### config.mk
export PLATFORM = sky130hd
export DESIGN_NAME = mem_port_arbiter
export DESIGN_NICKNAME = d
export VERILOG_FILES = /design/src/rtl/mem_port_arbiter_pkg.sv /design/src/rtl/mem_lane_fmt.sv /design/src/rtl/mem_port_arbiter.sv
export SDC_FILE = /design/constraint.sdc
export NUM_CORES = 1
export LEC_CHECK = 0
export BUFFER_PORTS_ARGS = -buffer_cell sky130_fd_sc_hd__buf_2
export CORE_MARGIN = 10
export CORE_UTILIZATION = 43
export CTS_BUF_LIST = sky130_fd_sc_hd__clkbuf_16
export DETAILED_ROUTE_END_ITERATION = 8
export HOLD_SLACK_MARGIN = 0.02
export PLACE_DENSITY_LB_ADDON = 0.3
export SYNTH_ARGS = -nofsm -noshare
export SYNTH_HDL_FRONTEND = slang
export SYNTH_SLANG_ARGS = --single-unit
### constraint.sdc
create_clock -name clk -period 2.4 [get_ports clk]
set_input_delay 0.12 -clock clk [delete_from_list [all_inputs] [get_ports clk]]
set_output_delay 0.12 -clock clk [all_outputs]
set_load 0.02 [all_outputs]
### src/rtl/mem_port_arbiter_pkg.sv
// Shared types for the IF/LS memory port arbiter: mem_rw codes, FSM states, owner id.
package mem_port_arbiter_pkg;

  typedef enum logic [3:0] {
    MemNoRw = 4'd0,
    MemLb   = 4'd1,
    MemLbu  = 4'd2,
    MemLh   = 4'd3,
    MemLhu  = 4'd4,
    MemLw   = 4'd5,
    MemSb   = 4'd6,
    MemSh   = 4'd7,
    MemSw   = 4'd8
  } mem_rw_e;

  typedef enum logic [1:0] {
    StIdle,
    StReq,
    StWait,
    StResp
  } state_e;

  typedef enum logic {
    OwnIf,
    OwnLs
  } owner_e;

endpackage

### src/rtl/mem_lane_fmt.sv
// Combinational lane formatting: load extend, store strobe/replicate, misalign detect.
module mem_lane_fmt
  import mem_port_arbiter_pkg::*;
(
  input  logic [3:0]  mem_rw,
  input  logic [1:0]  addr_lo,
  input  logic [31:0] wdata,
  input  logic [31:0] rdata,
  output logic        is_write,
  output logic [3:0]  wstrb,
  output logic [31:0] wdata_rep,
  output logic [31:0] rdata_ext,
  output logic        misalign
);

  logic [7:0]  byte_sel;
  logic [15:0] half_sel;

  // Select the addressed lane, then extend or replicate according to the access code.
  always_comb begin
    byte_sel  = rdata[{addr_lo, 3'b000} +: 8];
    half_sel  = addr_lo[1] ? rdata[31:16] : rdata[15:0];
    is_write  = 1'b0;
    wstrb     = 4'b0000;
    wdata_rep = 32'h0;
    rdata_ext = 32'h0;
    misalign  = 1'b0;
    case (mem_rw_e'(mem_rw))
      MemLb:  rdata_ext = {{24{byte_sel[7]}}, byte_sel};
      MemLbu: rdata_ext = {24'h0, byte_sel};
      MemLh: begin
        rdata_ext = {{16{half_sel[15]}}, half_sel};
        misalign  = addr_lo[0];
      end
      MemLhu: begin
        rdata_ext = {16'h0, half_sel};
        misalign  = addr_lo[0];
      end
      MemLw: begin
        rdata_ext = rdata;
        misalign  = |addr_lo;
      end
      MemSb: begin
        is_write  = 1'b1;
        wstrb     = 4'b0001 << addr_lo;
        wdata_rep = {4{wdata[7:0]}};
      end
      MemSh: begin
        is_write  = 1'b1;
        wstrb     = addr_lo[1] ? 4'b1100 : 4'b0011;
        wdata_rep = {2{wdata[15:0]}};
        misalign  = addr_lo[0];
      end
      MemSw: begin
        is_write  = 1'b1;
        wstrb     = 4'b1111;
        wdata_rep = wdata;
        misalign  = |addr_lo;
      end
      default: ;
    endcase
  end

endmodule

### src/rtl/mem_port_arbiter.sv
// Shares one single-port memory between instruction fetch and load/store over a gnt/rvalid handshake.
module mem_port_arbiter
  import mem_port_arbiter_pkg::*;
#(
  parameter bit          LSU_PRIO = 1'b1,
  parameter int unsigned ADDR_W   = 32
) (
  input  logic              clk,
  input  logic              rst_n,
  input  logic              if_req,
  input  logic [ADDR_W-1:0] if_addr,
  output logic [31:0]       if_rdata,
  output logic              if_done,
  input  logic              ls_req,
  input  logic [3:0]        ls_mem_rw,
  input  logic [ADDR_W-1:0] ls_addr,
  input  logic [31:0]       ls_wdata,
  output logic [31:0]       ls_rdata,
  output logic              ls_done,
  output logic              ls_err,
  output logic              mem_req,
  output logic              mem_we,
  output logic [3:0]        mem_wstrb,
  output logic [ADDR_W-1:0] mem_addr,
  output logic [31:0]       mem_wdata,
  input  logic              mem_gnt,
  input  logic              mem_rvalid,
  input  logic [31:0]       mem_rdata,
  output logic              stall
);

  state_e            state_q, state_d;
  owner_e            owner_q, owner_d;
  owner_e            rr_last_q, rr_last_d;
  logic [ADDR_W-1:0] addr_q, addr_d;
  logic [3:0]        rw_q, rw_d;
  logic [31:0]       wdata_q, wdata_d;
  logic [31:0]       rdata_q, rdata_d;
  logic              err_q, err_d;

  logic        ls_valid, pick_ls, in_idle;
  logic [3:0]  fmt_rw;
  logic [1:0]  fmt_addr_lo;
  logic        fmt_is_write, fmt_misalign;
  logic [3:0]  fmt_wstrb;
  logic [31:0] fmt_wdata, fmt_rdata;

  // Fetches are always word-aligned; the low address bits are deliberately dropped.
  logic unused_if_addr_lo;
  assign unused_if_addr_lo = ^if_addr[1:0];

  assign in_idle  = (state_q == StIdle);
  assign ls_valid = ls_req && (mem_rw_e'(ls_mem_rw) != MemNoRw);
  // On a tie LS wins if prioritised, otherwise whoever was not served last wins.
  assign pick_ls  = ls_valid && (!if_req || LSU_PRIO || (rr_last_q == OwnIf));

  // In IDLE the formatter looks at the live LS request to catch misalignment before any access.
  assign fmt_rw      = in_idle ? ls_mem_rw : rw_q;
  assign fmt_addr_lo = in_idle ? ls_addr[1:0] : addr_q[1:0];

  mem_lane_fmt u_fmt (
    .mem_rw    (fmt_rw),
    .addr_lo   (fmt_addr_lo),
    .wdata     (wdata_q),
    .rdata     (mem_rdata),
    .is_write  (fmt_is_write),
    .wstrb     (fmt_wstrb),
    .wdata_rep (fmt_wdata),
    .rdata_ext (fmt_rdata),
    .misalign  (fmt_misalign)
  );

  // State and transaction registers; synchronous active-low reset.
  always_ff @(posedge clk) begin
    if (!rst_n) begin
      state_q   <= StIdle;
      owner_q   <= OwnIf;
      rr_last_q <= OwnIf;
      addr_q    <= '0;
      rw_q      <= MemNoRw;
      wdata_q   <= 32'h0;
      rdata_q   <= 32'h0;
      err_q     <= 1'b0;
    end else begin
      state_q   <= state_d;
      owner_q   <= owner_d;
      rr_last_q <= rr_last_d;
      addr_q    <= addr_d;
      rw_q      <= rw_d;
      wdata_q   <= wdata_d;
      rdata_q   <= rdata_d;
      err_q     <= err_d;
    end
  end

  // Next-state: arbitrate in IDLE, sequence gnt/rvalid, release in RESP.
  always_comb begin
    state_d   = state_q;
    owner_d   = owner_q;
    rr_last_d = rr_last_q;
    addr_d    = addr_q;
    rw_d      = rw_q;
    wdata_d   = wdata_q;
    rdata_d   = rdata_q;
    err_d     = err_q;
    unique case (state_q)
      StIdle: begin
        if (ls_valid || if_req) begin
          err_d   = 1'b0;
          rdata_d = 32'h0;
          if (pick_ls) begin
            owner_d = OwnLs;
            addr_d  = ls_addr;
            rw_d    = ls_mem_rw;
            wdata_d = ls_wdata;
            if (fmt_misalign) begin
              err_d   = 1'b1;
              state_d = StResp;
            end else begin
              state_d = StReq;
            end
          end else begin
            // A fetch is a plain word load, so the formatter passes the word through.
            owner_d = OwnIf;
            addr_d  = {if_addr[ADDR_W-1:2], 2'b00};
            rw_d    = MemLw;
            wdata_d = 32'h0;
            state_d = StReq;
          end
        end
      end
      StReq: begin
        if (mem_gnt) state_d = StWait;
      end
      StWait: begin
        if (mem_rvalid) begin
          rdata_d = fmt_rdata;
          state_d = StResp;
        end
      end
      StResp: begin
        rr_last_d = owner_q;
        state_d   = StIdle;
      end
      default: state_d = StIdle;
    endcase
  end

  // Outputs decoded from state so that everything reads zero outside its own phase.
  always_comb begin
    mem_req   = (state_q == StReq);
    mem_we    = mem_req && fmt_is_write;
    mem_wstrb = mem_we ? fmt_wstrb : 4'b0000;
    mem_wdata = mem_we ? fmt_wdata : 32'h0;
    mem_addr  = mem_req ? {addr_q[ADDR_W-1:2], 2'b00} : '0;
    if_done   = (state_q == StResp) && (owner_q == OwnIf);
    ls_done   = (state_q == StResp) && (owner_q == OwnLs);
    ls_err    = ls_done && err_q;
    if_rdata  = if_done ? rdata_q : 32'h0;
    ls_rdata  = ls_done ? rdata_q : 32'h0;
    stall     = (if_req | ls_req) & ~(if_done | ls_done);
  end

endmodule

; Yosys cells after proc, flatten, opt, wreduce, memory -nomap -nowiden
; Cells that the tools add are included.
; Widths: inputs -> output; s select.
[classes]
n_eq_ne = 14
shifts = 2
n_mux = 29
bitwise = 5
n_reduce_logical = 16
[op_table]
columns = op, count
row1 = $mux 32, 8
row2 = $pmux 32 s5, 1
row3 = $pmux 32 s3, 1
row4 = $pmux 32 s2, 1
row5 = $shiftx 32x6->8, 1
row6 = $eq 4x3->1 const B, 4
row7 = $mux 16, 1
row8 = $mux 4, 4
row9 = $mux 2, 6
row10 = $pmux 4 s3, 1
row11 = $eq 4x2->1 const B, 2
row12 = $pmux 2 s4, 1
row13 = $reduce_and 3->1, 2
row14 = $reduce_or 3->1, 2
row15 = $logic_and 1x1->1, 5
row16 = $eq 2x2->1 const B, 2
row17 = $eq 4x1->1 const B, 1
row18 = $eq 4x4->1 const B, 1
row19 = $mux 1, 4
row20 = $ne 2x1->1 const B, 2
row21 = $reduce_bool 4->1, 1
row22 = $reduce_or 2->1, 2
row23 = $shl 1x2->4 const A, 1
row24 = $eq 2x1->1 const B, 1
row25 = 9 further kinds, 11
[word_totals]
regBits = 104
input_bits = 138
word_cells = 73

; Longest topological paths before layout
[logic_depth]
word_depth = 9
depth_mapped = 12
ltp_nobuf = 7

; Hierarchy
; A second synthesis with hierarchy kept.
[unflattened]
cells_unflattened = 737
area_unflattened_um2 = 6463.7
[by_module_without_submodules]
columns = module, instances, cells_per_inst, area_per_inst_um2, seq_area_each_um2
row1 = mem_port_arbiter, 1, 560, 5088.6, 2082.0
row2 = mem_lane_fmt, 1, 177, 1375.1, 0.0

; Worst setup path after synthesis
; Ideal clock, no wire load.
[synth_path]
path_type = reg-to-output
from = register state_q[0]
to = output mem_wdata[30]
arrival_time_ps = 2246
required_ps = 2280
path_slack_ps = 34
stages_incl_launch_ff = 10
path_buffers = 2
path_cell_list = dfxtp_1 > inv_1 > ha_1 > buf_6 > mux2i_1 > nand3_1 > nor2_1 > buf_4 > a222oi_1 > nor2_1
[synth_between]
elab_chain_len = 7
elab_cells_between_ends = 11
[synth_rtl]
columns = item, line
row1 = start: declaration, mem_port_arbiter.sv:32  ; state_e state_q, state_d;
row2 = start signal: assignment, mem_port_arbiter.sv:76  ; state_q <= StIdle;
row3 = start signal: assignment, mem_port_arbiter.sv:85  ; state_q <= state_d;
row4 = $logic_not 2->1, mem_port_arbiter.sv:52  ; assign in_idle = (state_q == StIdle);
row5 = $mux 4, mem_port_arbiter.sv:58  ; assign fmt_rw = in_idle ? ls_mem_rw : rw_q;
row6 = $eq 4x3->1 or $eq 4x4->1 (tied branches), mem_lane_fmt.sv:28  ; case (mem_rw_e'(mem_rw))
row7 = $reduce_or 3->1 (no line), -
row8 = $mux 1, mem_lane_fmt.sv:28
row9 = $logic_and 1x1->1, mem_port_arbiter.sv:152  ; mem_we = mem_req && fmt_is_write;
row10 = $mux 32 (*), mem_port_arbiter.sv:154  ; mem_wdata = mem_we ? fmt_wdata : 32'h0;
row11 = end: declaration, mem_port_arbiter.sv:25  ; output logic [31:0] mem_wdata,
; Mark *: on every way between the ends. The rest lies on a longest branch, timed or not.

; Final worst setup path
[layout_path]
from = register state_q[1]
to = output mem_wdata[26]
; Same word-level chain as after synthesis.

==> impl_metrics.ini <==
[layout]
syn_to_final_growth_pct = 60.87
final_area_sq_mm = 0.009589
instances_no_fill = 1299
share_of_layout_cells_above_drive_strength_1_pct = 40.21
fin_nets = 1257

[timing]
part_of_the_cycle_the_worst_path_needs_pct = 110.7
drv_slew = 0
slack_of_the_critical_path_ns = -0.2558
whs_ns = 0.02393
rsz0062_at_grt = true
finalSetupViolations = 42
fmax_mhz = 376.5
finalClockSkew_ns = 0.007520
final.min_clock_period_ns = 2.656
hold_viol_final = 0
max_slew_margin_pct = 41.43
worst-slew-pin-transition_ns = 0.8785

[yosys]
synth-edff-count = 0
synth.most_common_cell = sky130_fd_sc_hd__dfxtp_1
synthesis.area_per_instance_sq_um = 8.188
synth-async-reset-ratio_pct = 0
synth_top_cell_area_share_pct = 34.93
synth_commonest_cells = sky130_fd_sc_hd__dfxtp_1 (104), sky130_fd_sc_hd__nor2_1 (99), sky130_fd_sc_hd__nand2_1 (92)
postSynthCellCount = 728
synth_top_area_cell = sky130_fd_sc_hd__dfxtp_1
synth_seq_area_share_pct = 34.93
post_synth_main_area_contributors = sky130_fd_sc_hd__dfxtp_1 (35%), sky130_fd_sc_hd__and2_1 (7.9%), sky130_fd_sc_hd__nor2_1 (6.2%)
synth-main-ff-cell = sky130_fd_sc_hd__dfxtp_1
yosysWarningCount = 0
ys_seq_elements = 104
synth.lib_cells_used.distinct = 61
syn_area_sq_mm = 0.005961

[global_routing]
via_count_of_the_first_global_routing_pass = 7168
grt_antenna_before_repair = 4
grt_first_pass_wirelength_mm = 37.86
track_usage_pct = 25.01
grt_max_degree = 77
gr-total-overflow = 0

[worst_setup_path]
cp_common_cell = sky130_fd_sc_hd__buf_6
cp-end-kind = output port
critical_path_arrival_ns = 2.54
critical_path.max_fanout = 5
max_incr_delay_on_cp_ns = 0.41
cp-start-kind = flop
timing.critical_path.cells = inv_2 -> ha_4 -> mux2_4 -> buf_6 -> and4_4 -> buf_6 -> buf_4 -> a222oi_1 -> nor2_2 -> buf_6
cp_top_family = buffers and inverters
worstPathRequired_ns = 2.28
critical_path.slowest_cell = sky130_fd_sc_hd__a222oi_1
timing_worst_setup_path_type = reg -> out
timing.critical_path.buf_inv = 5

[floorplanning]
floorplan.initialDensity_pct = 44.48
chipHeight_um = 137.7
die_area_sq_mm = 0.01897
top_level_ports = 276
die_w_um = 137.7
placementRows = 42
floorplan.core_area_sq_mm = 0.01340

[drt]
wirelength_mm = 26.11
route.detailed.wl_per_inst_um = 20.10
antenna_violating_nets_post_route = 0
detail_route.vias_per_cell = 5.683
route.vias.total = 7382
drc = 0
drt_iter0_markers = 678
detailedRoute.firstPassIterationCount = 7

[cts]
clock_insertion_delay_worst_skew_ns = 0.36
cts-root-to-sink-buffers = 2
cts.htree.levels = 3
clk_root_buffer_cell = sky130_fd_sc_hd__clkbuf_16
cts.reportedPaths.clkPinSlew_ns = 0.07
cts.sinks = 104
tritoncts = built
cts_made_buffers = 9

[pwr]
post-layout-total-power_mw = 8.505
power-per-cell-area_mw_per_mm2 = 887.0
max-vdd-ir-drop_uv = 593.4
cellLeakagePower_nw = 4.402

[placed_design]
buffer_ports.inserted = 271
place_congestion = 0.8781
detailed_place.area_sq_mm = 0.007672
dp_cells = 1161
place_hpwl_mm = 16.51

[outcome]
outcome = finished with violations
failed_checks = negative setup slack

[job]
cap_viol_max_count = 0

[min_path]
class_of_the_tightest_hold_or_removal_check = in -> reg
final cells by class:
type                       count  area [sq um]
clock inverter                 7         47.55
tap                          176         220.2
inverter                       6         30.03
timing repair buffer         438          3117
multi-input combinational    554          3847
clock buffer                   9         225.2
antenna                        4         10.01
sequential                   104          2085
fill                         985          3811
timing repair inverter         1         7.507
final timing paths:
check | from | end | slack (ns) | depth (start not counted)
worst min register to register | rdata_q[25] | rdata_q[25] | 0.46 | 2
worst max-delay path | state_q[1] | mem_wdata[26] | -0.26 | 10
worst min-delay path | if_addr[25] | addr_q[25] | 0.02 | 3
worst max register to register | state_q[1] | rdata_q[12] | -0.04 | 10
per-stage QoR:
stage	util [%]	TNS, ns	setup WS (ns)
final	71.56	-5.901	-0.2558
after global placement	57.25	-0.8004	-0.08177
after global routing	71.54	-9.868	-0.3334
after detailed placement	57.25	-2.100	-0.1400
after CTS	68.07	-2.751	-0.1278
after floorplan	-	0	0.03450
power breakdown:
part | switching [mW] | internal [mW]
Clock | 0.698 | 0.704
Sequential | 0.235 | 2.06
Combinational | 2.62 | 2.19
Total | 3.55 | 4.95
logic make-up (layout without fill, tap and decap cells):
logic type                 Yosys count  after routing  share of synthesized area (%)
AOI/OAI and AO/OA                  202            202                          26.93
xor gates and xnor gates             2              2                         0.2939
adders and majority gates            6              6                          1.217
buffers and inverters               71            461                          5.541
DFF                                104            104                          34.93
muxes                               22             22                          4.639
other                                1              6                        0.06291
and+or+nand+nor                    320            320                          26.39
sequential cells by signal, indices dropped and copies added (netlist names):
| register | flops |
|---|---|
| rw_q | 4 |
| rdata_q | 32 |
| err_q | 1 |
| state_q | 2 |
| owner_q | 1 |
| wdata_q | 32 |
| addr_q | 32 |
tightest hold or removal path: cells and delay by family:
| kind | cells | cell delay [ns] |
|---|---|---|
| and+or+nand+nor | 1 | 0.04 |
| AOI/OAI and AO/OA | 1 | 0.07 |
| buffers and inverters | 1 | 0.09 |
cells in the final DEF, fill, tap and decap left out, types with 5 or more instances in the layout:
cell type and instances:
sky130_fd_sc_hd__nor2_1 82, sky130_fd_sc_hd__clkinvlp_4 6, sky130_fd_sc_hd__o2bb2ai_1 9, sky130_fd_sc_hd__and3_1 34, sky130_fd_sc_hd__buf_4 79, sky130_fd_sc_hd__mux2i_1 9, sky130_fd_sc_hd__a221o_1 6, sky130_fd_sc_hd__a221oi_2 7
sky130_fd_sc_hd__o21ai_0 16, sky130_fd_sc_hd__a22oi_1 41, sky130_fd_sc_hd__dlygate4sd3_1 85, sky130_fd_sc_hd__a222oi_1 8, sky130_fd_sc_hd__buf_6 33, sky130_fd_sc_hd__a2bb2oi_1 15, sky130_fd_sc_hd__clkbuf_16 9, sky130_fd_sc_hd__a211oi_1 8
sky130_fd_sc_hd__mux2_4 5, sky130_fd_sc_hd__buf_12 5, sky130_fd_sc_hd__a311oi_1 30, sky130_fd_sc_hd__a21oi_1 15, sky130_fd_sc_hd__dfxtp_1 102, sky130_fd_sc_hd__a22o_1 8, sky130_fd_sc_hd__nor2_4 13, sky130_fd_sc_hd__nand2_1 91
sky130_fd_sc_hd__buf_2 234, sky130_fd_sc_hd__and2_1 74
routing by layer:
metal  vias up  wire length [um]  share of wire, %  GRT usage (%)
li1       3424                 -                 -              -
met1      3425              9887                38          27.91
met2       437             12400                47          42.55
met3        96              2760                11          8.704
met4         0              1064               4.1          10.25
met5         -                 0                 0              0
repair_timing:
action | in CTS | in global routing
buffers inserted | 13 | 17
hold buffers | 85 | 1
endpoints found under the hold margin | 60 | 1
pin swaps | 11 | 18
endpoints found under the setup margin | 55 | 62
cloned | 2 | 1
resized for setup | 65 | 90
(Power assumes the default switching activity.)
